[config.mk]
export PLATFORM = sky130hd
export DESIGN_NAME = rom_arbiter
export DESIGN_NICKNAME = d
export VERILOG_FILES = /design/src/rtl/rom_arbiter.sv
export SDC_FILE = /design/constraint.sdc
export NUM_CORES = 1
export LEC_CHECK = 0
export CAP_MARGIN = 30
export CORE_MARGIN = 4
export CORE_UTILIZATION = 40
export DETAILED_ROUTE_END_ITERATION = 10
export DONT_BUFFER_PORTS = 1
export PLACE_DENSITY = 0.57
export REMOVE_ABC_BUFFERS = 1
export SYNTH_ARGS = -nofsm -noshare
export SYNTH_HDL_FRONTEND = slang
export SYNTH_SLANG_ARGS = --single-unit
[constraint.sdc]
create_clock -name clk -period 4 [get_ports clk]
set_input_delay 0.8 -clock clk [delete_from_list [all_inputs] [get_ports clk]]
set_output_delay 0.8 -clock clk [all_outputs]
set_load 0.03 [all_outputs]
[src/rtl/rom_arbiter.sv]
// rom_arbiter: round-robin arbiter that shares one synchronous ROM between
// NUM_REQ requesters. A requester may lock the ROM for a burst. The grant
// is combinational. Read data comes back one cycle later, and rd_valid
// marks which requester owns it.
module rom_arbiter #(
  parameter int NUM_REQ    = 4,
  parameter int ADDR_WIDTH = 8,
  parameter int DATA_WIDTH = 24
) (
  input  logic                          clk,
  input  logic                          rst,
  input  logic [NUM_REQ-1:0]            req,
  input  logic [NUM_REQ-1:0]            lock,
  input  logic [NUM_REQ*ADDR_WIDTH-1:0] req_addr,
  output logic [NUM_REQ-1:0]            gnt,
  output logic [ADDR_WIDTH-1:0]         rom_addr,
  input  logic [DATA_WIDTH-1:0]         rom_rdata,
  output logic [NUM_REQ-1:0]            rd_valid,
  output logic [DATA_WIDTH-1:0]         rd_data
);

  localparam int PTR_W = (NUM_REQ > 1) ? $clog2(NUM_REQ) : 1;

  typedef enum logic {
    ST_UNLOCKED = 1'b0,
    ST_LOCKED   = 1'b1
  } state_t;

  state_t                  state_reg, state_next;
  logic [PTR_W-1:0]        ptr_reg, ptr_next;
  logic [PTR_W-1:0]        owner_reg, owner_next;
  logic [PTR_W-1:0]        win_idx;
  logic [PTR_W-1:0]        cand_idx;
  logic                    grant_any;
  logic [ADDR_WIDTH-1:0]   addr_reg;
  logic [NUM_REQ-1:0]      rd_valid_reg;
  logic [ADDR_WIDTH-1:0]   addr_arr [NUM_REQ];

  // Index arithmetic modulo NUM_REQ. This stays correct when NUM_REQ is
  // not a power of two.
  function automatic logic [PTR_W-1:0] wrap_add(input logic [PTR_W-1:0] base,
                                                input int offs);
    int sum;
    sum = int'(base) + offs;
    if (sum >= NUM_REQ) begin
      sum = sum - NUM_REQ;
    end
    return PTR_W'(sum);
  endfunction

  // Split the flattened address bus into one slice per requester.
  // Decode the winner index into a one-hot grant.
  generate
    for (genvar gi = 0; gi < NUM_REQ; gi++) begin : g_req
      assign addr_arr[gi] = req_addr[gi*ADDR_WIDTH +: ADDR_WIDTH];
      assign gnt[gi]      = grant_any && (win_idx == PTR_W'(gi));
    end
  endgenerate

  // Choose the winner and compute the next lock state and pointer.
  // A locked owner that keeps req high always wins. Otherwise, a
  // round-robin search runs from ptr.
  always_comb begin
    state_next = state_reg;
    ptr_next   = ptr_reg;
    owner_next = owner_reg;
    win_idx    = owner_reg;
    cand_idx   = ptr_reg;
    grant_any  = 1'b0;
    if (!rst) begin
      if (state_reg == ST_LOCKED && req[owner_reg]) begin
        // Burst continues. ptr stays frozen until the final (unlocked) beat.
        grant_any = 1'b1;
        win_idx   = owner_reg;
        if (!lock[owner_reg]) begin
          state_next = ST_UNLOCKED;
          ptr_next   = wrap_add(owner_reg, 1);
        end
      end else begin
        // Unlocked, or the owner let go. Arbitrate in this same cycle.
        state_next = ST_UNLOCKED;
        for (int k = 0; k < NUM_REQ; k++) begin
          cand_idx = wrap_add(ptr_reg, k);
          if (!grant_any && req[cand_idx]) begin
            grant_any = 1'b1;
            win_idx   = cand_idx;
          end
        end
        if (grant_any) begin
          ptr_next = wrap_add(win_idx, 1);
          if (lock[win_idx]) begin
            state_next = ST_LOCKED;
            owner_next = win_idx;
          end
        end
      end
    end
  end

  // Arbitration state: lock state, lock owner and round-robin pointer.
  always_ff @(posedge clk or posedge rst) begin
    if (rst) begin
      state_reg <= ST_UNLOCKED;
      ptr_reg   <= '0;
      owner_reg <= '0;
    end else begin
      state_reg <= state_next;
      ptr_reg   <= ptr_next;
      owner_reg <= owner_next;
    end
  end

  // Keep the last granted address. Delay the grant so it lines up with ROM data.
  always_ff @(posedge clk or posedge rst) begin
    if (rst) begin
      addr_reg     <= '0;
      rd_valid_reg <= '0;
    end else begin
      rd_valid_reg <= gnt;
      if (grant_any) begin
        addr_reg <= addr_arr[win_idx];
      end
    end
  end

  assign rom_addr = grant_any ? addr_arr[win_idx] : addr_reg;
  assign rd_valid = rd_valid_reg;
  assign rd_data  = rom_rdata;

endmodule

==> impl_metrics.toml, run 1 <==
[outcome]
status = "finished, final reports clean"

[grt]
antenna_found_initial = 0
grt.total_usage_pct = 17.4
grt_pass1_vias = 1309
grt_pass1_wl_mm = 6.73
grt_max_degree = 18
overflow = 0

[finish]
final_cell_mix = "18 x nor2_1, 17 x dfrtp_1, 15 x nand2_1, 15 x a211oi_1, 15 x buf_4"
syn_to_final_growth_pct = -0.000194
utilization_pct = 41.9
fin_cells = 219
fill_cells = 394
largest_reg_flops = 8
nets = 238
drive_gt1_share_pct = 21.1
final_common_cell = "nor2_1"
regArea_um2 = 425
multi_input_area_um2 = 833
n_antenna_cell = 0

[sta]
final.setup_skew_ns = 0.0128
period_share_pct = 91.8
fmax_mhz = 272
setup_viol = 0
slew_viol_final = 0
finalHoldViolCount = 0
min_period_ns = 3.67
fin_hold_ws_ns = 0.464
timing.slew.headroom_pct = 63.0
worstMarginPinSlew_ns = 0.553
grt_setup_unrepaired = "no"

[critical_path]
ff2ff_path_depth = 8
path_class = "primary input to output port"
end_kind = "output port"
required_ns = 3.20
path_max_fanout = 10
worstSetupStartpointType = "primary input"
arrival_ns = 2.87

[yosys]
ys_warn_count = 0
syn_avg_cell_area_um2 = 8.74
synth_cells = 177
synthFlopType = "dfrtp_1"
ys_ff_latch = 17
seq_area_frac_synth_pct = 27.5
async_flop_share_pct = 100
synth.cell_area_um2 = 1550
synth_edf_count = 0
ys_types = 41

[power]
p_leak_nw = 0.657
pwr-share-seq_pct = 26.2
power_density_nw_per_um2 = 807
p_int_mw = 0.649
finalPower_mw = 1.25
ir_drop_uv = 393
clkPwrFrac_pct = 10.5
pwr-share-comb_pct = 63.3
p_sw_mw = 0.598
swShare_pct = 47.9

[placed_design]
numPortBuffers = 0
gp_congestion = 0.775
hpwl_mm = 3.42
dp_cells = 215

[min_path]
min_path_type = "primary input to async pin"

[clocking]
cts_buffers = 3
clock-sinks = 17
path_clk_slew_ns = 0.08
clk_latency_ns = 0.26
cts_tree = "built"
post_cts_buffers = 0
cts_buffer_depth = 2
htree_levels = 1
root_buffer = "clkbuf_8"
cts-resized-gates = 0
cts.hold.buffers_added = 0

[floorplanning]
start_util_pct = 41.9
core-area_um2 = 3690
ios = 106
core.rowCount = 22
die_w_um = 70.2
die_height_um = 70.2
dieArea_um2 = 4930

[detailed_routing]
wire_per_inst_um = 19.6
antenna_left = 0
first_iter_violations = 45
drt-pass1-iter-count = 4
drt-vias-per-instance = 5.84
wl_mm = 4.30
vias = 1278
drc_errors = 0

[flow_run]
max_cap_viol_count = 0
-- power groups by stage --
stage,Clock (mW),Sequential [mW],Combinational [mW]
after detailed placement,0,0.331,0.789
after global routing,0.145,0.340,0.860
final,0.131,0.327,0.789
after CTS,0.135,0.329,0.791
after global placement,0,0.331,0.726
after floorplan,0,0.336,0.535
-- routing by layer --
metal	wire length [um]	GRT usage (%)	vias up	part of all wire (%)
met2	1950	24.1	73	45
met1	1840	24.0	605	43
li1	-	-	596	-
met5	0	4.44	-	0
met3	490	9.35	4	11
met4	19	1.91	0	0.44
-- kinds of logic after synthesis --
group	share of synthesized area (%)
xor+xnor	1.13
flops	27.5
buf+inv	18.6
simple gates	17.7
mux	12.1
compound gates	22.9
-- area by class of cell --
| class | count | share of cell area [%] |
|---|---|---|
| multi-input combinational | 119 | 53.9 |
| sequential | 17 | 27.5 |
| timing repair buffer | 28 | 11.0 |
| tap | 48 | 3.88 |
| clock buffer | 3 | 2.67 |
| inverter | 3 | 0.728 |
| clock inverter | 1 | 0.324 |
-- worst paths after layout --
check / end / slack, ns / start
setup / recovery: rom_addr[1] / 0.33 / req[3]
hold / removal: addr_reg[0] / 0.46 / rst
setup reg to reg: owner_reg[0] / 1.42 / ptr_reg[0]
hold reg to reg: addr_reg[2] / 0.57 / addr_reg[2]
max in group asynchronous: rd_valid[1] / 3.33 / rst
min in group clk: addr_reg[2] / 0.57 / addr_reg[2]
-- cells in the mapped netlist (4+ instances only) --
library cell,instances,share of area [%]
a21oi_1,12,3.9
dfrtp_1,17,28
buf_6,4,2.9
o21ai_0,4,1.3
buf_2,5,1.6
buf_4,26,13
a211oi_1,15,7.3
nand2_1,15,3.6
nor2_1,18,4.4
mux2i_1,12,7.8
-- worst max-delay path, stage by stage --
cell and delay, ns:
mux4_2 0.51, a21oi_2 0.27, nand2b_1 0.16, buf_4 0.15, a21bo_1 0.34, a211oi_1 0.33
a211oi_1 0.10, buf_2 0.22
-- through the flow --
step           setup TNS (ns)  setup slack (ns)  instance area (um2)
2_1_floorplan           -1.46            -0.209                 1270
3_3_place_gp                0            0.0229                 1440
3_5_place_dp                0             0.353                 1500
4_1_cts                     0             0.339                 1550
5_1_grt                     0             0.203                 1550
6_report                    0             0.326                 1550
(Power assumes the default switching activity.)
==> inputs of run 2 (changes only) <==
CORE_MARGIN = 1.5   (was 4)
PLACE_DENSITY = 0.51   (was 0.57)
SLEW_MARGIN = 30   (was default)
==> run 2 against run 1 <==
- critical path depth increased by 1
- combinational power increased by 2%
- sequential power about the same
- wire length about the same
- clock skew decreased by 0.011 ns
- total power increased by 1.5%
- die area decreased by 14%
- cell count decreased by 2.3%
- first-iteration DRC count decreased by 22%
- worst hold slack got worse by 0.017 ns
==> impl_metrics.toml, run 2 (same netlist as run 1, synthesis figures left out) <==
[outcome]
status = "finished, final reports clean"

[sta]
period_share_pct = 93.3
fin_hold_ws_ns = 0.447
worstMarginPinSlew_ns = 0.634
setup_slack_ns = 0.267
fmax_mhz = 268
final.setup_skew_ns = 0.00136
min_period_ns = 3.73
timing.slew.headroom_pct = 57.7
finalHoldViolCount = 0
grt_setup_unrepaired = "no"
slew_viol_final = 0
setup_viol = 0

[clocking]
root_buffer = "clkbuf_8"
cts_tree = "built"
clock-sinks = 17
cts.hold.buffers_added = 0
cts-resized-gates = 0
post_cts_buffers = 0
cts_buffers = 3
htree_levels = 1
path_clk_slew_ns = 0.07
clk_latency_ns = 0.25
cts_buffer_depth = 2

[floorplanning]
die_height_um = 65.2
ios = 106
core-area_um2 = 3690
core.rowCount = 22
dieArea_um2 = 4250
start_util_pct = 41.9
die_w_um = 65.2

[finish]
n_antenna_cell = 0
largest_reg_flops = 8
nets = 233
final_common_cell = "buf_4"
final_cell_mix = "23 x buf_4, 18 x nor2_1, 17 x dfrtp_1, 15 x nand2_1"
syn_to_final_growth_pct = 1.05
drive_gt1_share_pct = 23.5
utilization_pct = 42.4

[detailed_routing]
drc_errors = 0
antenna_left = 0
first_iter_violations = 35
drt-vias-per-instance = 5.89
wire_per_inst_um = 20.1
vias = 1260
drt-pass1-iter-count = 4
wl_mm = 4.30

[grt]
antenna_found_initial = 0
grt_pass1_wl_mm = 6.33
grt_max_degree = 19
overflow = 0
grt_pass1_vias = 1180
grt.total_usage_pct = 20.1

[critical_path]
required_ns = 3.20
worstSetupStartpointType = "primary input"
path_common_cell = "buf_4"
arrival_ns = 2.93
critPathSlowestCell = "mux4_2"
end_kind = "output port"
crit_chain = "mux4_2, a21oi_2, nand2b_1, buf_4, a21bo_1, buf_4, a211oi_1, a211oi_1, buf_4"
cp_slowest_stage_delay_ns = 0.50
ff2ff_path_depth = 9
path_class = "primary input to output port"
path_max_fanout = 10

[min_path]
min_path_type = "primary input to async pin"

[power]
p_leak_nw = 0.663
ir_drop_uv = 302
power_density_nw_per_um2 = 810

[placed_design]
pre_cts_ws_ns = 0.264
gp_congestion = 0.790
hpwl_mm = 3.38
numPortBuffers = 0

[flow_run]
max_cap_viol_count = 0
==> run 2: power by group <==
part	switching (mW)	internal, mW	total (mW)
Sequential	0.0814	0.249	0.330
Clock	0.0578	0.0706	0.128
Combinational	0.459	0.348	0.808
==> run 2: layout make-up <==
class / instances / area, um2
fill: 388 / 2130
multi-input combinational: 119 / 848
sequential: 17 / 425
timing repair buffer: 23 / 173
tap: 48 / 60.1
clock buffer: 4 / 45.0
inverter: 3 / 11.3
==> run 2: final timing paths <==
| check | startpoint | to | slack, ns |
|---|---|---|---|
| min in group clk | state_reg | state_reg | 0.63 |
| hold reg to reg | state_reg | state_reg | 0.63 |
| setup / recovery | req[3] | rom_addr[7] | 0.27 |
| setup reg to reg | ptr_reg[0] | addr_reg[7] | 1.26 |
| hold / removal | rst | owner_reg[0] | 0.45 |
| max in group asynchronous | rst | addr_reg[3] | 3.35 |
==> run 2: through the flow <==
step	power, mW	setup TNS (ns)	cell area, um2	std cells
2_1_floorplan	0.871	-1.46	1270	139
3_3_place_gp	1.11	0	1500	210
3_5_place_dp	1.14	0	1520	210
4_1_cts	1.28	0	1560	214
5_1_grt	1.36	0	1560	214
6_report	1.27	0	1560	214
==> run 2: layer usage <==
layer	vias up	part of all wire (%)	track usage, %
met4	0	0.65	3.91
met2	74	45	27.0
met3	6	13	13.4
met5	-	0	5.56
met1	599	41	26.4
li1	581	-	-
==> run 2: critical path: cells and delay by family <==
| family | cells | cell delay, ns |
|---|---|---|
| buf+inv | 3 | 0.55 |
| simple gates | 1 | 0.17 |
| mux | 1 | 0.50 |
| compound gates | 4 | 0.90 |
